`src/rtl/alkmdseq.sv`:
```
// ALK multiply/divide step sequencer: drives the ALPCTL shift-in controls and stalls microcode.
// Optional build macro ALKMDSEQ_EARLYOUT_EN ends a multiply early once the remaining multiplier bits are zero.
module alkmdseq #(
    parameter int CNT_W = 6
) (
    input  logic             clk_h,
    input  logic             reset_h,
    input  logic             mul_req_h,
    input  logic             div_req_h,
    input  logic             divdbl_req_h,
    input  logic             rem_req_h,
    input  logic [1:0]       size_h,
    input  logic             q_lsb_h,
    input  logic             q_zero_h,
    input  logic             alu_sout_h,
    input  logic             abort_h,
    output logic             alpctl_mul_l,
    output logic             alpctl_div_l,
    output logic             alpctl_divdbl_l,
    output logic             alpctl_rem_l,
    output logic             loopf_h,
    output logic             aluso_h,
    output logic             busy_h,
    output logic             stall_h,
    output logic             done_h,
    output logic [CNT_W-1:0] step_h
);

    typedef enum logic [2:0] {
        S_IDLE,
        S_MUL,
        S_DIV,
        S_DIVDBL,
        S_FIX,
        S_DONE
    } state_t;

    state_t           state, next_state;
    logic [CNT_W-1:0] cnt;
    logic [CNT_W-1:0] step_cnt;
    logic [CNT_W-1:0] n_steps;
    logic             loopf_q;
    logic             aluso_q;
    logic             rem_q;
    logic             accept;
    logic             stepping;
    logic             early_out;
    logic             last_step;

    always_comb begin
        case (size_h)
            2'b00:   n_steps = CNT_W'(8);
            2'b01:   n_steps = CNT_W'(16);
            default: n_steps = CNT_W'(32);
        endcase
    end

`ifdef ALKMDSEQ_EARLYOUT_EN
    assign early_out = (state == S_MUL) && q_zero_h && !loopf_q;
`else
    logic unused_q_zero;
    assign unused_q_zero = q_zero_h;
    assign early_out     = 1'b0;
`endif

    assign stepping  = (state == S_MUL) || (state == S_DIV) || (state == S_DIVDBL);
    assign last_step = stepping && ((cnt == CNT_W'(1)) || early_out);

    always_ff @(posedge clk_h) begin
        if (reset_h) state <= S_IDLE;
        else         state <= next_state;
    end

    always_comb begin
        next_state      = state;
        accept          = 1'b0;
        busy_h          = 1'b0;
        stall_h         = 1'b0;
        done_h          = 1'b0;
        alpctl_mul_l    = (state != S_MUL);
        alpctl_div_l    = (state != S_DIV);
        alpctl_divdbl_l = (state != S_DIVDBL);
        alpctl_rem_l    = (state != S_FIX);
        case (state)
            S_IDLE: begin
                accept = divdbl_req_h || div_req_h || mul_req_h;
                if (divdbl_req_h)   next_state = S_DIVDBL;
                else if (div_req_h) next_state = S_DIV;
                else if (mul_req_h) next_state = S_MUL;
            end
            S_MUL, S_DIV, S_DIVDBL: begin
                busy_h = 1'b1;
                // With a remainder fixup pending, FIX is the final step, not this one.
                stall_h = !(last_step && !rem_q);
                if (abort_h)        next_state = S_IDLE;
                else if (last_step) next_state = rem_q ? S_FIX : S_DONE;
            end
            S_FIX: begin
                busy_h     = 1'b1;
                next_state = abort_h ? S_IDLE : S_DONE;
            end
            S_DONE: begin
                done_h     = 1'b1;
                next_state = S_IDLE;
            end
            default: next_state = S_IDLE;
        endcase
    end

    always_ff @(posedge clk_h) begin
        if (reset_h) begin
            cnt      <= '0;
            step_cnt <= '0;
            loopf_q  <= 1'b0;
            aluso_q  <= 1'b0;
            rem_q    <= 1'b0;
        end else if (busy_h && abort_h) begin
            loopf_q <= 1'b0;
            aluso_q <= 1'b0;
            rem_q   <= 1'b0;
        end else if (accept) begin
            cnt      <= n_steps;
            step_cnt <= '0;
            aluso_q  <= 1'b0;
            loopf_q  <= q_lsb_h;
            rem_q    <= rem_req_h && (divdbl_req_h || div_req_h);
        end else if (stepping) begin
            cnt      <= cnt - CNT_W'(1);
            step_cnt <= step_cnt + CNT_W'(1);
            if (state == S_MUL) loopf_q <= q_lsb_h;
            else                aluso_q <= alu_sout_h;
        end
    end

    assign loopf_h = loopf_q;
    assign aluso_h = aluso_q;
    assign step_h  = step_cnt;

endmodule

```
`config.mk`:
```
export PLATFORM = sky130hd
export DESIGN_NAME = alkmdseq
export DESIGN_NICKNAME = d
export VERILOG_FILES = /design/src/rtl/alkmdseq.sv
export SDC_FILE = /design/constraint.sdc
export NUM_CORES = 1
export LEC_CHECK = 0
export ABC_CLOCK_PERIOD_IN_PS = 2100
export CAP_MARGIN = 20
export CELL_PAD_IN_SITES_DETAIL_PLACEMENT = 0
export CELL_PAD_IN_SITES_GLOBAL_PLACEMENT = 1
export CORE_UTILIZATION = 36
export DETAILED_ROUTE_END_ITERATION = 10
export HOLD_SLACK_MARGIN = 0.1
export PLACE_DENSITY = 0.82
export SYNTH_ARGS = -nofsm -noshare
export SYNTH_HDL_FRONTEND = slang
export SYNTH_SLANG_ARGS = --single-unit
```
`constraint.sdc`:
```
create_clock -name clk_h -period 2.1 [get_ports clk_h]
set_input_delay 0.42 -clock clk_h [delete_from_list [all_inputs] [get_ports clk_h]]
set_output_delay 0.42 -clock clk_h [all_outputs]
set_load 0.01 [all_outputs]
```
# --- Word level (Yosys, flattened, before mapping) ---
# Index checks and enable logic that the tools add are counted.
classes:
  bitwise_logic: 2
  mux: 20
  n_reduce_logical: 22
  addsub: 2
  eq_ne: 13
op_table:
  columns: ["cell", "count"]
  rows:
  - ["6-bit two-way mux", 4]
  - ["3-bit two-way mux", 6]
  - ["6-bit case mux with 2 select lines", 1]
  - ["3-bit case mux with 3 select lines", 1]
  - ["1-bit two-way mux", 8]
  - ["2-bit AND reduction", 4]
  - ["6-bit by 1-bit adder with 6-bit output (second input constant)", 1]
  - ["3-bit by 2-bit == test with 1-bit output (second input constant)", 2]
  - ["3-bit == test (second input constant)", 2]
  - ["6-bit by 1-bit == test with 1-bit output (second input constant)", 1]
  - ["3-bit by 2-bit != test with 1-bit output (second input constant)", 2]
  - ["3-bit != test (second input constant)", 2]
  - ["3-bit OR reduction", 2]
  - ["6-bit by 1-bit subtractor with 6-bit output (second input constant)", 1]
  - ["1-bit logical AND", 4]
  - ["1-bit logical OR", 4]
  - ["4-bit != test (second input constant)", 1]
  - ["2-bit nonzero test", 2]
  - ["4-bit OR reduction", 1]
  - ["3-bit by 1-bit == test with 1-bit output (second input constant)", 1]
  - ["3-bit logical NOT", 1]
  - ["3-bit by 1-bit != test with 1-bit output (second input constant)", 1]
  - ["2-bit by 1-bit == test with 1-bit output (second input constant)", 1]
  - ["1-bit logical NOT", 2]
  - ["other kinds (3)", 4]
word_totals:
  elab_cells: 65
  ff_bits: 18
  input_bits: 12
  out_inout_bits: 15

# --- Logic depth before layout (Yosys ltp) ---
depth:
  word_depth: 7
  mapped_depth: 5
  ltp_nobuf: 5

# --- Worst setup path before layout ---
# Ideal clock, no wire load.
synth_timing:
  kind: "register -> output"
  from: "reg cnt[2]"
  to: "out stall_h"
  path_stages_with_launch: 3
  path_slack_ps: 705
  path_buffers: 0
  required_ps: 1680
  t_arrival_ps: 975
  cell_sequence: "dfxtp_1 > nor4_1 > a31oi_1"
synth_between:
  elab_chain_cells: 5
synth_rtl:
  columns: ["element", "line", "source"]
  rows:
  - ["from (decl)", "39", "logic [CNT_W-1:0] cnt;"]
  - ["from (signal assigned)", "122", "cnt <= n_steps;"]
  - ["from (signal assigned)", "128", "cnt <= cnt - CNT_W'(1);"]
  - ["6-bit by 1-bit == test with 1-bit output", "67", "assign last_step = stepping && ((cnt == CNT_W'(1)) || early_out);"]
  - ["1-bit logical AND", "67", null]
  - ["1-bit logical AND", "94", "stall_h = !(last_step && !rem_q);"]
  - ["1-bit logical NOT", "94", null]
  - ["1-bit two-way mux", "84", "case (state)"]
  - ["to (decl)", "24", "output logic stall_h,"]
# Every way passes these cells.

# --- Worst setup path in the final report ---
layout_timing:
  from: "reg state[2]"
  to: "out alpctl_mul_l"
layout_between:
  elab_chain_cells: 1
layout_rtl:
  columns: ["element", "line", "source"]
  rows:
  - ["from (decl)", "38", "state_t state, next_state;"]
  - ["from (signal assigned)", "71", "else state <= next_state;"]
  - ["3-bit by 1-bit != test with 1-bit output", "80", "alpctl_mul_l = (state != S_MUL);"]
  - ["to (decl)", "17", "output logic alpctl_mul_l,"]
# Every way passes these cells.

==> results.sh <==
export IMPL_p_leak_nw=0.503
export IMPL_clockBufferDepth=2
export IMPL_numCtsBuffers=3
export IMPL_postRouteAntennaNets=0
export IMPL_fin_tns_setup_ns=0
export IMPL_fin_worst_skew_ns=0.00305
export IMPL_required_ns=1.68
export IMPL_cts_tree="built"
export IMPL_fin_util_pct=53.3
export IMPL_synth_seq_cells=18
export IMPL_r2r_slack_ns=0.60
export IMPL_std_cell_rows=18
export IMPL_routabilityCongestion=0.816
export IMPL_critPathSlowestCell="clkdlybuf4s50_1"
export IMPL_synth_simple_area_share_pct=26.7
export IMPL_postPlaceCellArea_um2=1300
export IMPL_die_area_um2=2990
export IMPL_hold_path_cell_count=2
export IMPL_pwr_share_comb_pct=37.9
export IMPL_routed_wl_um=2380
export IMPL_die_x_um=54.7
export IMPL_coreArea_um2=2540
export IMPL_via_per_inst=5.57
export IMPL_max_freq_ghz=0.497
export IMPL_synth_ff_type="dfxtp_1"
export IMPL_cts_sinks=18
export IMPL_yosys_top_cells_area="dfxtp_1 (36%), a21oi_1 (6.0%), or3_1 (5.6%), ha_1 (3.8%), nor2_1 (3.8%)"
export IMPL_slowest_delay_ns=0.49
export IMPL_clock_latency_ns=0.29
export IMPL_place_hpwl_um=1800
export IMPL_cp_max_fo=12
export IMPL_seq_power_share_pct=41.5
export IMPL_antenna_cells=0
export IMPL_power_density_nw_per_um2=767
export IMPL_port_buffers=25
export IMPL_drc_errors=0
export IMPL_p_clk_share_pct=20.5
export IMPL_status="finished clean"
export IMPL_vias=1019
export IMPL_synth_top_family_by_area="simple AND/OR/NAND/NOR gates"
export IMPL_drt_iter0_drc=39
export IMPL_sw_frac_of_total_pct=34.8
export IMPL_yosysUniqueCellTypes=43
export IMPL_rsz0062_at_grt="no"
export IMPL_drive_gt1_share_pct=12.4
export IMPL_antenna_found_initial=0
export IMPL_grtUsageTotal_pct=17.8
export IMPL_hold_end="cnt[5]$_SDFFE_PP0P_"
export IMPL_arrival_ns=1.59
export IMPL_synthAdderAreaFrac_pct=3.75
export IMPL_clk_pin_slew_ns=0.10
export IMPL_cp_cell_sequence="or3b_1 -> clkdlybuf4s50_1"
export IMPL_synth_cell_area_um2=1000
export IMPL_syn_to_final_growth_pct=35.7
export IMPL_endpoint_kind="output pin"
export IMPL_root_buffer="clkbuf_4"
export IMPL_final_nets=169
export IMPL_finalCritPeriodShare_pct=95.9
export IMPL_synthMuxAreaShare_pct=1.00
export IMPL_worst_slew_pin_transition_ns=0.456
export IMPL_yosysWarnings=0
export IMPL_fill_cells=245
export IMPL_grt_max_degree=14
export IMPL_ios=27
export IMPL_synthXorXnorAreaFrac_pct=1.75
export IMPL_relSlewSlack_pct=69.6
export IMPL_grt_pass1_wl_um=3810
export IMPL_p_sw_w=0.000363
export IMPL_hp_start="cnt[5]$_SDFFE_PP0P_"
export IMPL_holdCritPathClass="reg2reg"
export IMPL_die_h_um=54.7
export IMPL_synth_compound_area_share_pct=25.4
export IMPL_drv_cap=0
export IMPL_hold_violations=0
export IMPL_synth_edf_count=0
export IMPL_finalMaxSlewViolations=0
export IMPL_syn_num_nets=139
export IMPL_initial_core_util_pct=39.3
export IMPL_path_class="reg2out"
export IMPL_async_flop_share_pct=0
export IMPL_drt_pass1_iterations=4
export IMPL_grt_ovfl_total=0
export IMPL_syn_inst=124
export IMPL_fin_area_um2=1360
export IMPL_final_setup_viol_count=0
export IMPL_reg2reg_depth=4
export IMPL_synth_top_area_cell="dfxtp_1"
export IMPL_cts_max_level=1
export IMPL_cp_start_kind="flip-flop"
export IMPL_p_int_w=0.000678
export IMPL_r2r_end="cnt[0]$_SDFFE_PP0P_"
export IMPL_yosysSeqAreaShare_pct=36.0
export IMPL_wire_per_inst_um=13.0
export IMPL_synth_avg_cell_area_um2=8.06
export IMPL_synth_top_cell_area_share_pct=36.0
export IMPL_reg2reg_from="state[2]$_SDFFE_PP0P_"
export IMPL_period_needed_ns=2.01
export IMPL_grt_pass1_vias=858
export IMPL_peakVddDrop_mv=0.498
repair_timing:
| item | CTS | global route |
|---|---|---|
| endpoints found under the setup margin | 3 | 2 |
| hold buffers | 0 | 0 |
| resized for setup | 4 | 5 |
| cloned | 0 | 0 |
| setup buffers | 0 | 0 |
placed cells by master (no fill, tap or decap), types with 5 or more instances in the layout:
| cell | synthesis | final |
|---|---|---|
| inv_1 | 7 | 7 |
| dfxtp_1 | 18 | 15 |
| a21oi_1 | 12 | 12 |
| nand2_1 | 9 | 9 |
| o21ai_0 | 7 | 7 |
| or3_1 | 9 | 9 |
| nand3_1 | 5 | 5 |
| nor2_1 | 10 | 9 |
| buf_4 | 1 | 5 |
| clkdlybuf4s50_1 | 0 | 23 |
logic make-up (layout without fill, tap and decap cells):
group           after synthesis  after routing
xor+xnor                      2              2
flops                        18             18
simple gates                 49             49
buf+inv                      13             42
compound gates               38             38
mux                           1              1
fa+ha+maj                     3              3
through the flow:
step                hold slack, ns  total power (W)  std cells  worst slack [ns]
global placement             0.460         0.000817        179            0.0988
CTS                          0.487          0.00104        183           0.00314
detailed placement           0.472         0.000827        179            0.0544
floorplan                    0.457         0.000670        124             0.705
global route                 0.512          0.00111        183            0.0227
finish                       0.483          0.00104        183            0.0863
synth_stat cells, types with 2 or more instances:
library cell,instances
dfxtp_1,18
a21oi_1,12
nor2_1,10
nand2_1,9
or3_1,9
inv_1,7
o21ai_0,7
nand3_1,5
a311oi_1,3
ha_1,3
a211oi_1,2
clkbuf_1,2
nand3b_1,2
nor2b_1,2
nor3_1,2
o21a_1,2
o21ai_1,2
xnor2_1,2
power groups by stage:
stage	logic [W]	registers (W)	clock network [W]
final	0.000395	0.000432	0.000214
after global routing	0.000440	0.000439	0.000233
after CTS	0.000392	0.000427	0.000222
after detailed placement	0.000394	0.000433	0
after global placement	0.000386	0.000432	0
after floorplan	0.000257	0.000412	0
cell type report:
| class | instances | area [um2] | area share [%] |
|---|---|---|---|
| Clock buffer | 4 | 36.3 | 2.68 |
| Multi-Input combinational cell | 93 | 594 | 43.8 |
| Timing Repair Buffer | 30 | 289 | 21.3 |
| Inverter | 8 | 30.0 | 2.21 |
| Tap cell | 30 | 37.5 | 2.77 |
| Sequential cell | 18 | 369 | 27.2 |
sequential cells by signal, summed over array words and instances (netlist names):
register / count
state: 3
step_h: 6
aluso_h: 1
rem_q: 1
loopf_h: 1
cnt: 6
worst max path at each step:
| stage | endpoint | start | slack [ns] | depth (start not counted) |
|---|---|---|---|---|
| 2_1_floorplan | stall_h | cnt[2]$_SDFFE_PP0P_ | 0.70 | 2 |
| 3_3_place_gp | aluso_h$_SDFFE_PP0P_ | div_req_h | 0.1 | 5 |
| 3_5_place_dp | aluso_h$_SDFFE_PP0P_ | div_req_h | 0.05 | 5 |
| 4_1_cts | busy_h | state[2]$_SDFFE_PP0P_ | 0.003 | 3 |
| 5_1_grt | alpctl_mul_l | state[2]$_SDFFE_PP0P_ | 0.02 | 2 |
| 6_report | alpctl_mul_l | state[2]$_SDFFE_PP0P_ | 0.09 | 2 |
critical path: cells and delay by family (launching register included):
kind,cells,cell delay [ns]
buf+inv,1,0.49
simple gates,1,0.41
flops,1,0.40
routing by layer:
layer  vias to the layer above  share of wire [%]  GRT usage (%)
met5                         -                  0              0
met4                         0                1.6           4.27
met3                         4                6.0           5.28
met2                        34                 46           29.9
met1                       466                 46           22.1
li1                        515                  -              -
Power figures use the tool's default switching activity.
